### config.mk
export PLATFORM = sky130hd
export DESIGN_NAME = ddi_timing_controller
export DESIGN_NICKNAME = d
export VERILOG_FILES = /design/src/rtl/ddi_timing_controller.sv
export SDC_FILE = /design/constraint.sdc
export NUM_CORES = 1
export LEC_CHECK = 0
export ABC_AREA = 1
export CAP_MARGIN = 15
export CORE_MARGIN = 1
export CORE_UTILIZATION = 28
export CTS_CLUSTER_SIZE = 40
export DETAILED_ROUTE_END_ITERATION = 10
export GPL_TIMING_DRIVEN = 1
export HOLD_SLACK_MARGIN = 0.12
export PLACE_DENSITY = 0.49
export SYNTH_ARGS = -nofsm -noshare
export SYNTH_HDL_FRONTEND = slang
export SYNTH_SLANG_ARGS = --single-unit
### constraint.sdc
create_clock -name clk -period 1.91 [get_ports clk]
set_input_delay 0.4775 -clock clk [delete_from_list [all_inputs] [get_ports clk]]
set_output_delay 0.4775 -clock clk [all_outputs]
set_load 0.02 [all_outputs]
### src/rtl/ddi_timing_controller.sv
// Dwell timer and phase arbiter for one DDI signal FSM; optional starvation guard via DDI_STARVE_GUARD_EN.
// timing_done/phase registered (1-cycle latency); no backpressure, requests latch until their phase commits.
`timescale 1ns/1ps
module ddi_timing_controller #(
  parameter int unsigned GREEN_CYCLES      = 20,
  parameter int unsigned PRIO_GREEN_CYCLES = 10,
  parameter int unsigned YELLOW_CYCLES     = 4,
  parameter int unsigned ALL_RED_CYCLES    = 2,
  parameter int unsigned CNT_W             = 8
) (
  input  logic       clk,
  input  logic       rst,
  input  logic [3:0] current_state,
  input  logic       maintenance,
  input  logic       east_req,
  input  logic       west_req,
  output logic       timing_done,
  output logic [1:0] phase,
  output logic       east_pending,
  output logic       west_pending
);

  localparam logic [3:0] ST_ALL_RED      = 4'd0;
  localparam logic [3:0] ST_P1_GREEN     = 4'd1;
  localparam logic [3:0] ST_P1_YELLOW    = 4'd2;
  localparam logic [3:0] ST_P2_GREEN     = 4'd3;
  localparam logic [3:0] ST_P2_YELLOW    = 4'd4;
  localparam logic [3:0] ST_EB_GREEN     = 4'd5;
  localparam logic [3:0] ST_EB_YELLOW    = 4'd6;
  localparam logic [3:0] ST_WB_GREEN     = 4'd7;
  localparam logic [3:0] ST_WB_YELLOW    = 4'd8;
  localparam logic [3:0] ST_MAINTENANCE  = 4'd9;

  typedef enum logic [1:0] {
    PHASE_1       = 2'd0,
    PHASE_2       = 2'd1,
    EAST_PRIORITY = 2'd2,
    WEST_PRIORITY = 2'd3
  } phase_e;

  logic [3:0]       prev_state_q, prev_state_d;
  logic             first_q, first_d;
  logic [CNT_W-1:0] cnt_q, cnt_d;
  logic [CNT_W-1:0] dur;
  logic             timing_done_q, timing_done_d;
  phase_e           phase_q, phase_d;
  phase_e           next_normal_q, next_normal_d;
  logic             east_pending_q, east_pending_d;
  logic             west_pending_q, west_pending_d;
  logic             hold;
  logic             state_chg;
  logic             commit;
  logic             force_normal;

`ifdef DDI_STARVE_GUARD_EN
  logic guard_q, guard_d;
  assign force_normal = guard_q;
`else
  assign force_normal = 1'b0;
`endif

  always_comb begin : dur_sel
    dur = CNT_W'(ALL_RED_CYCLES);
    case (current_state)
      ST_P1_GREEN, ST_P2_GREEN:   dur = CNT_W'(GREEN_CYCLES);
      ST_EB_GREEN, ST_WB_GREEN:   dur = CNT_W'(PRIO_GREEN_CYCLES);
      ST_P1_YELLOW, ST_P2_YELLOW,
      ST_EB_YELLOW, ST_WB_YELLOW: dur = CNT_W'(YELLOW_CYCLES);
      default:                    dur = CNT_W'(ALL_RED_CYCLES);
    endcase
  end

  // cnt_d is the 1-based cycle index of the current cycle within its state;
  // the strobe is registered, so it is raised one cycle ahead at DUR-1.
  always_comb begin : dwell
    hold         = maintenance || (current_state == ST_MAINTENANCE);
    state_chg    = first_q || (current_state != prev_state_q);
    prev_state_d = current_state;
    first_d      = 1'b0;
    if (hold) begin
      cnt_d = '0;
    end else if (state_chg) begin
      cnt_d = CNT_W'(1);
    end else if (&cnt_q) begin
      cnt_d = cnt_q;
    end else begin
      cnt_d = cnt_q + CNT_W'(1);
    end
    timing_done_d = !hold && (cnt_d == dur - CNT_W'(1));
    commit        = !hold && (current_state == ST_ALL_RED) && (cnt_d == CNT_W'(1));
  end

  always_comb begin : commit_sel
    phase_d        = phase_q;
    next_normal_d  = next_normal_q;
    east_pending_d = east_pending_q | east_req;
    west_pending_d = west_pending_q | west_req;
`ifdef DDI_STARVE_GUARD_EN
    guard_d        = guard_q;
`endif
    if (commit) begin
      // clearing a flag on its commit overrides a same-cycle request
      if (east_pending_q && !force_normal) begin
        phase_d        = EAST_PRIORITY;
        east_pending_d = 1'b0;
      end else if (west_pending_q && !force_normal) begin
        phase_d        = WEST_PRIORITY;
        west_pending_d = 1'b0;
      end else begin
        phase_d       = next_normal_q;
        next_normal_d = (next_normal_q == PHASE_1) ? PHASE_2 : PHASE_1;
      end
`ifdef DDI_STARVE_GUARD_EN
      guard_d = (phase_d == EAST_PRIORITY) || (phase_d == WEST_PRIORITY);
`endif
    end
  end

  always_ff @(posedge clk) begin
    if (rst) begin
      prev_state_q   <= ST_ALL_RED;
      first_q        <= 1'b1;
      cnt_q          <= '0;
      timing_done_q  <= 1'b0;
      phase_q        <= PHASE_1;
      next_normal_q  <= PHASE_1;
      east_pending_q <= 1'b0;
      west_pending_q <= 1'b0;
    end else begin
      prev_state_q   <= prev_state_d;
      first_q        <= first_d;
      cnt_q          <= cnt_d;
      timing_done_q  <= timing_done_d;
      phase_q        <= phase_d;
      next_normal_q  <= next_normal_d;
      east_pending_q <= east_pending_d;
      west_pending_q <= west_pending_d;
    end
  end

`ifdef DDI_STARVE_GUARD_EN
  always_ff @(posedge clk) begin
    if (rst) begin
      guard_q <= 1'b0;
    end else begin
      guard_q <= guard_d;
    end
  end
`endif

  assign timing_done  = timing_done_q;
  assign phase        = phase_q;
  assign east_pending = east_pending_q;
  assign west_pending = west_pending_q;

endmodule

# Word level (Yosys, flattened, before mapping)
# Memory sizes are Yosys's and may differ from the RTL's.
# Index checks and enable logic that the tools add are counted.
[classes]
add_sub_neg = 2
n_eq_ne = 4
n_mux = 12
bitwise_logic = 4
reduce_logical = 10
[ops]
columns = ["operator", "count"]
rows = [
  ["two-way mux 8 bit", 3],
  ["adder 8 x 1 -> 8 bit (second input constant)", 1],
  ["equality test 8 x 1 -> 1 bit (second input constant)", 1],
  ["equality test 8 bit", 1],
  ["AND reduction 8 bit", 1],
  ["subtractor 8 x 1 -> 8 bit (second input constant)", 1],
  ["two-way mux 1 bit", 7],
  ["equality test 4 bit (second input constant)", 1],
  ["zero test 4 bit", 1],
  ["two-way mux 2 bit", 2],
  ["!= test 4 bit", 1],
  ["logical AND 1 bit", 3],
  ["AND reduction 3 bit", 1],
  ["zero test 2 bit", 1],
  ["logical OR 1 bit", 2],
  ["NOT 1 bit", 2],
  ["bitwise OR 1 bit", 2],
  ["zero test 1 bit", 1],
]
[word_totals]
reg_bits = 20
rom_bits = 64
in_bits = 9
out_inout_bits = 5
word_cells = 41
mem_count = 1
[mem_list]
columns = ["name", "depth", "word_bits", "read_ports", "rd_ports_with_merged_regs", "write_ports", "line", "text"]
rows = [
  ["(name not given)", 16, 4, 1, 0, 0, "64", "case (current_state)"],
]

# Logic depth before layout (Yosys ltp)
[logic_depth]
word_depth = 7
mapped_depth = 14
depth_no_buf = 14

# Worst setup path after synthesis
# No wires, ideal clock.
[synth_timing]
path_kind = "input to register"
start = "input current_state[0]"
end = "register timing_done_q (netlist: timing_done)"
setup_ns = 0.064
arrival_time_ns = 1.726
required_time_ns = 1.846
path_slack_ns = 0.120
cell_stages = 12
n_path_buf = 0
cell_sequence = "inv_2 -> nor2_1 -> nand2_1 -> inv_1 -> nor3_2 -> inv_1 -> ha_1 -> xor2_1 -> xor2_1 -> nor2_1 -> o21ai_1 -> nor2_1"
[synth_between]
elab_chain_cells = 6
[synth_lines]
columns = ["item", "line", "text"]
rows = [
  ["start: declaration", "13", "input logic [3:0] current_state,"],
  ["branches (longest 5 deep; another with subtractor 8 x 1 -> 8 bit)", "-", ""],
  ["logical AND 1 bit (*)", "89", "timing_done_d = !hold && (cnt_d == dur - CNT_W'(1));"],
  ["end signal: assignment", "133", "timing_done_q <= timing_done_d;"],
  ["end: declaration", "45", "logic timing_done_q, timing_done_d;"],
]
# Mark *: on every way between the ends.
# A chain may end at the register's enable or synchronous reset.

# Worst setup path in the final report
[layout_timing]
start = "register west_pending_q (netlist: west_pending)"
end = "output west_pending"
[layout_lines]
columns = ["item", "line", "text"]
rows = [
  ["start: declaration", "49", "logic west_pending_q, west_pending_d;"],
  ["start signal: assignment", "137", "west_pending_q <= west_pending_d;"],
  ["end: declaration", "20", "output logic west_pending"],
]
# No word-level cell between the ends.

==> impl_metrics.json <==
{
  "route.vias.total": 1077,
  "io_pins": 14,
  "grt_pass1_vias": 1007,
  "crit_family": "buffers and inverters",
  "clock-sinks": 19,
  "clock.fmax_mhz": 563.3,
  "crit_chain": "clkdlybuf4s50_1",
  "fp.dieH_um": 66.50,
  "ys_ff_latch": 19,
  "drt_iter0_drc": 29,
  "finalSetupViolations": 0,
  "slew_headroom": 0.8530,
  "globalplace.congestion": 0.7159,
  "area_delta_synth_final_pct": 32.22,
  "drt-total-wl_um": 2370,
  "ant_nets": 0,
  "placed_area_um2": 1468,
  "clkTransAtPathRegs_ns": 0.08,
  "dieArea_um2": 4422,
  "synth_top_flop_cell": "dfxtp_1",
  "htreeDepth": 1,
  "cts_buffer_depth": 2,
  "syn_inst": 177,
  "path_buf_inv": 1,
  "cts_tree": "done",
  "drive_gt1_frac": 0.2644,
  "fin_area_um2": 1540,
  "pre_cts_ws_ns": -0.4736,
  "portBuffers": 13,
  "clk-insertion-delay-late_ns": 0.26,
  "worstMarginPinSlew_ns": 0.2182,
  "drt_pass1_iterations": 2,
  "leakagePower_nw": 0.7135,
  "peakVddDrop_uv": 235.5,
  "synth_cell_types": 25,
  "syn-num-nets": 188,
  "nets": 220,
  "worstHoldPathType": "register to register",
  "slew_viol_final": 0,
  "synthDominantCellAreaShare": 0.3265,
  "max_cap_viol_count": 0,
  "cp_data_required_time_ns": 1.43,
  "drc": 0,
  "grt_max_degree": 19,
  "grt_overflow_total": 0,
  "fin_crit_ns": 1.775,
  "cp_slowest_stage_delay_ns": 0.63,
  "viasPerCell": 4.174,
  "slowest_stage": "clkdlybuf4s50_1",
  "status": "completed",
  "synthTopCellsByArea": "dfxtp_1 33%, nand2_1 13%, nor2_1 10%",
  "async_reset_ff_frac": 0,
  "worst_slack_ns": 0.1348,
  "cts-root-buf": "clkbuf_8",
  "start_util": 0.2912,
  "grt_pass1_wl_um": 4222,
  "crit_fanout": 5,
  "crit_type": "register to primary output",
  "antenna_found_initial": 0,
  "die_w_um": 66.50,
  "hold_viol_final": 0,
  "avgSynthCellArea_um2": 6.581,
  "rows": 23,
  "synth_common_cells": "39 x nand2_1, 32 x nor2_1, 24 x inv_1",
  "end_kind": "primary output",
  "finalClockSkew_ns": 0.005088,
  "yosysWarnings": 0,
  "cp_data_arrival_time_ns": 1.30,
  "synth_edf_count": 0,
  "antenna_cells": 0,
  "wire_per_inst_um": 9.186,
  "hpwl_um": 1842,
  "worst_setup_path_start_kind": "register",
  "post-route-period-util": 0.9294,
  "core_um2": 4000,
  "synth_top_area_cell": "dfxtp_1",
  "synth_most_common_cell": "nand2_1",
  "power_density_nw_per_um2": 554.7,
  "yosysSeqAreaShare": 0.3265,
  "grt_usage": 0.1272,
  "syn-cell-area_um2": 1165,
  "numCtsBuffers": 3
}
-- flip-flops by register name, indices dropped and copies added (netlist names) --
signal,flops
west_pending,1
first_q,1
cnt_q,8
next_normal_q,1
east_pending,1
prev_state_q,4
phase,2
timing_done,1
-- placed cells by master (no fill, tap or decap) --
cell | synthesis | layout
buf_12 | 0 | 1
inv_2 | 3 | 5
nand2_1 | 39 | 38
o21ai_1 | 3 | 4
ha_2 | 0 | 2
dlygate4sd2_1 | 0 | 2
a21oi_1 | 2 | 2
dfxtp_1 | 19 | 19
clkinv_1 | 2 | 2
nor2_1 | 32 | 30
nand3_2 | 4 | 4
buf_4 | 0 | 15
o21ai_2 | 1 | 1
xnor2_1 | 1 | 1
and3_1 | 1 | 1
clkbuf_2 | 0 | 1
clkinv_2 | 0 | 1
nand3_1 | 10 | 10
clkdlybuf4s15_1 | 0 | 1
nor3_4 | 0 | 1
clkbuf_8 | 0 | 3
a21oi_2 | 1 | 1
nand2_2 | 9 | 10
inv_1 | 24 | 22
clkdlybuf4s50_1 | 0 | 9
o21ai_0 | 4 | 3
nand2_4 | 1 | 1
nand4_1 | 3 | 3
nor3_1 | 1 | 1
xor2_1 | 5 | 5
nor2_4 | 4 | 4
nor2_2 | 3 | 5
-- final cells by class --
type / instances / area (um^2)
Multi-Input combinational cell: 127 / 686.9
Sequential cell: 19 / 380.4
Tap cell: 50 / 62.56
Inverter: 29 / 108.9
Clock buffer: 3 / 41.29
Timing Repair Buffer: 29 / 255.2
Clock inverter: 1 / 5.005
Fill cell: 445 / 2460
-- metrics by stage --
step / util / cells / power (mW) / TNS [ns] / hold WS (ns)
finish: 0.3850 / 258 / 0.8544 / 0 / 0.4761
global placement: 0.3669 / 252 / 0.5681 / -2.390 / 0.4743
floorplan: - / 177 / 0.5036 / 0 / 0.5052
detailed placement: 0.3669 / 252 / 0.5672 / -2.364 / 0.4632
global route: 0.3850 / 258 / 0.9019 / -0.003243 / 0.5156
CTS: 0.3791 / 257 / 0.8609 / 0 / 0.4828
-- worst reg2reg max path, cell delays in order (launching register included) --
cell and delay (ns):
dfxtp_1 0.36, ha_2 0.20, nand2_2 0.07, nor2_4 0.14, nand2_4 0.10, nand2_1 0.07, nand2_1 0.06, nand2_2 0.10
nand3_2 0.10, nor2_4 0.18, nand2_2 0.09, o21ai_1 0.12, inv_1 0.04
-- metal layers --
layer / wire length, um / vias to the layer above / track usage
li1: - / 604 / -
met1: 1133 / 456 / 0.1610
met2: 1132 / 12 / 0.2079
met3: 59 / 5 / 0.02397
met4: 44 / 0 / 0.05585
met5: 0 / - / 0
-- power by group --
group	switching [mW]	leakage [nW]	internal [mW]	total (mW)
sequential	0.00729	0.156	0.407	0.414
combinational	0.0744	0.533	0.0732	0.148
clock	0.147	0.0255	0.145	0.293
-- kinds of logic (layout without fill, tap and decap cells) --
logic type | after synthesis | count (layout) | synth area share
AOI/OAI and AO/OA | 11 | 11 | 0.05371
xor gates and xnor gates | 6 | 6 | 0.04511
adders and majority gates | 2 | 2 | 0.02148
buffers and inverters | 31 | 62 | 0.09990
DFF | 19 | 19 | 0.3265
and+or+nand+nor | 108 | 108 | 0.4533
-- repair_timing --
action / 4_1_cts / 5_1_grt
endpoints found under the setup margin: 6 / 6
hold buffers: 0 / 0
resized for setup: 4 / 12
buffers inserted: 1 / 1
pin swaps: 1 / 4
-- worst paths after layout --
path	startpoint	end	slack (ns)	cells after the start
worst min-delay path	phase[0]	phase[0]	0.48	2
worst max register to register	cnt_q[0]	east_pending	0.17	12
worst max-delay path	west_pending	west_pending	0.13	1
worst min register to register	phase[0]	phase[0]	0.48	2
Note: power is estimated with default switching activity, not from simulation.
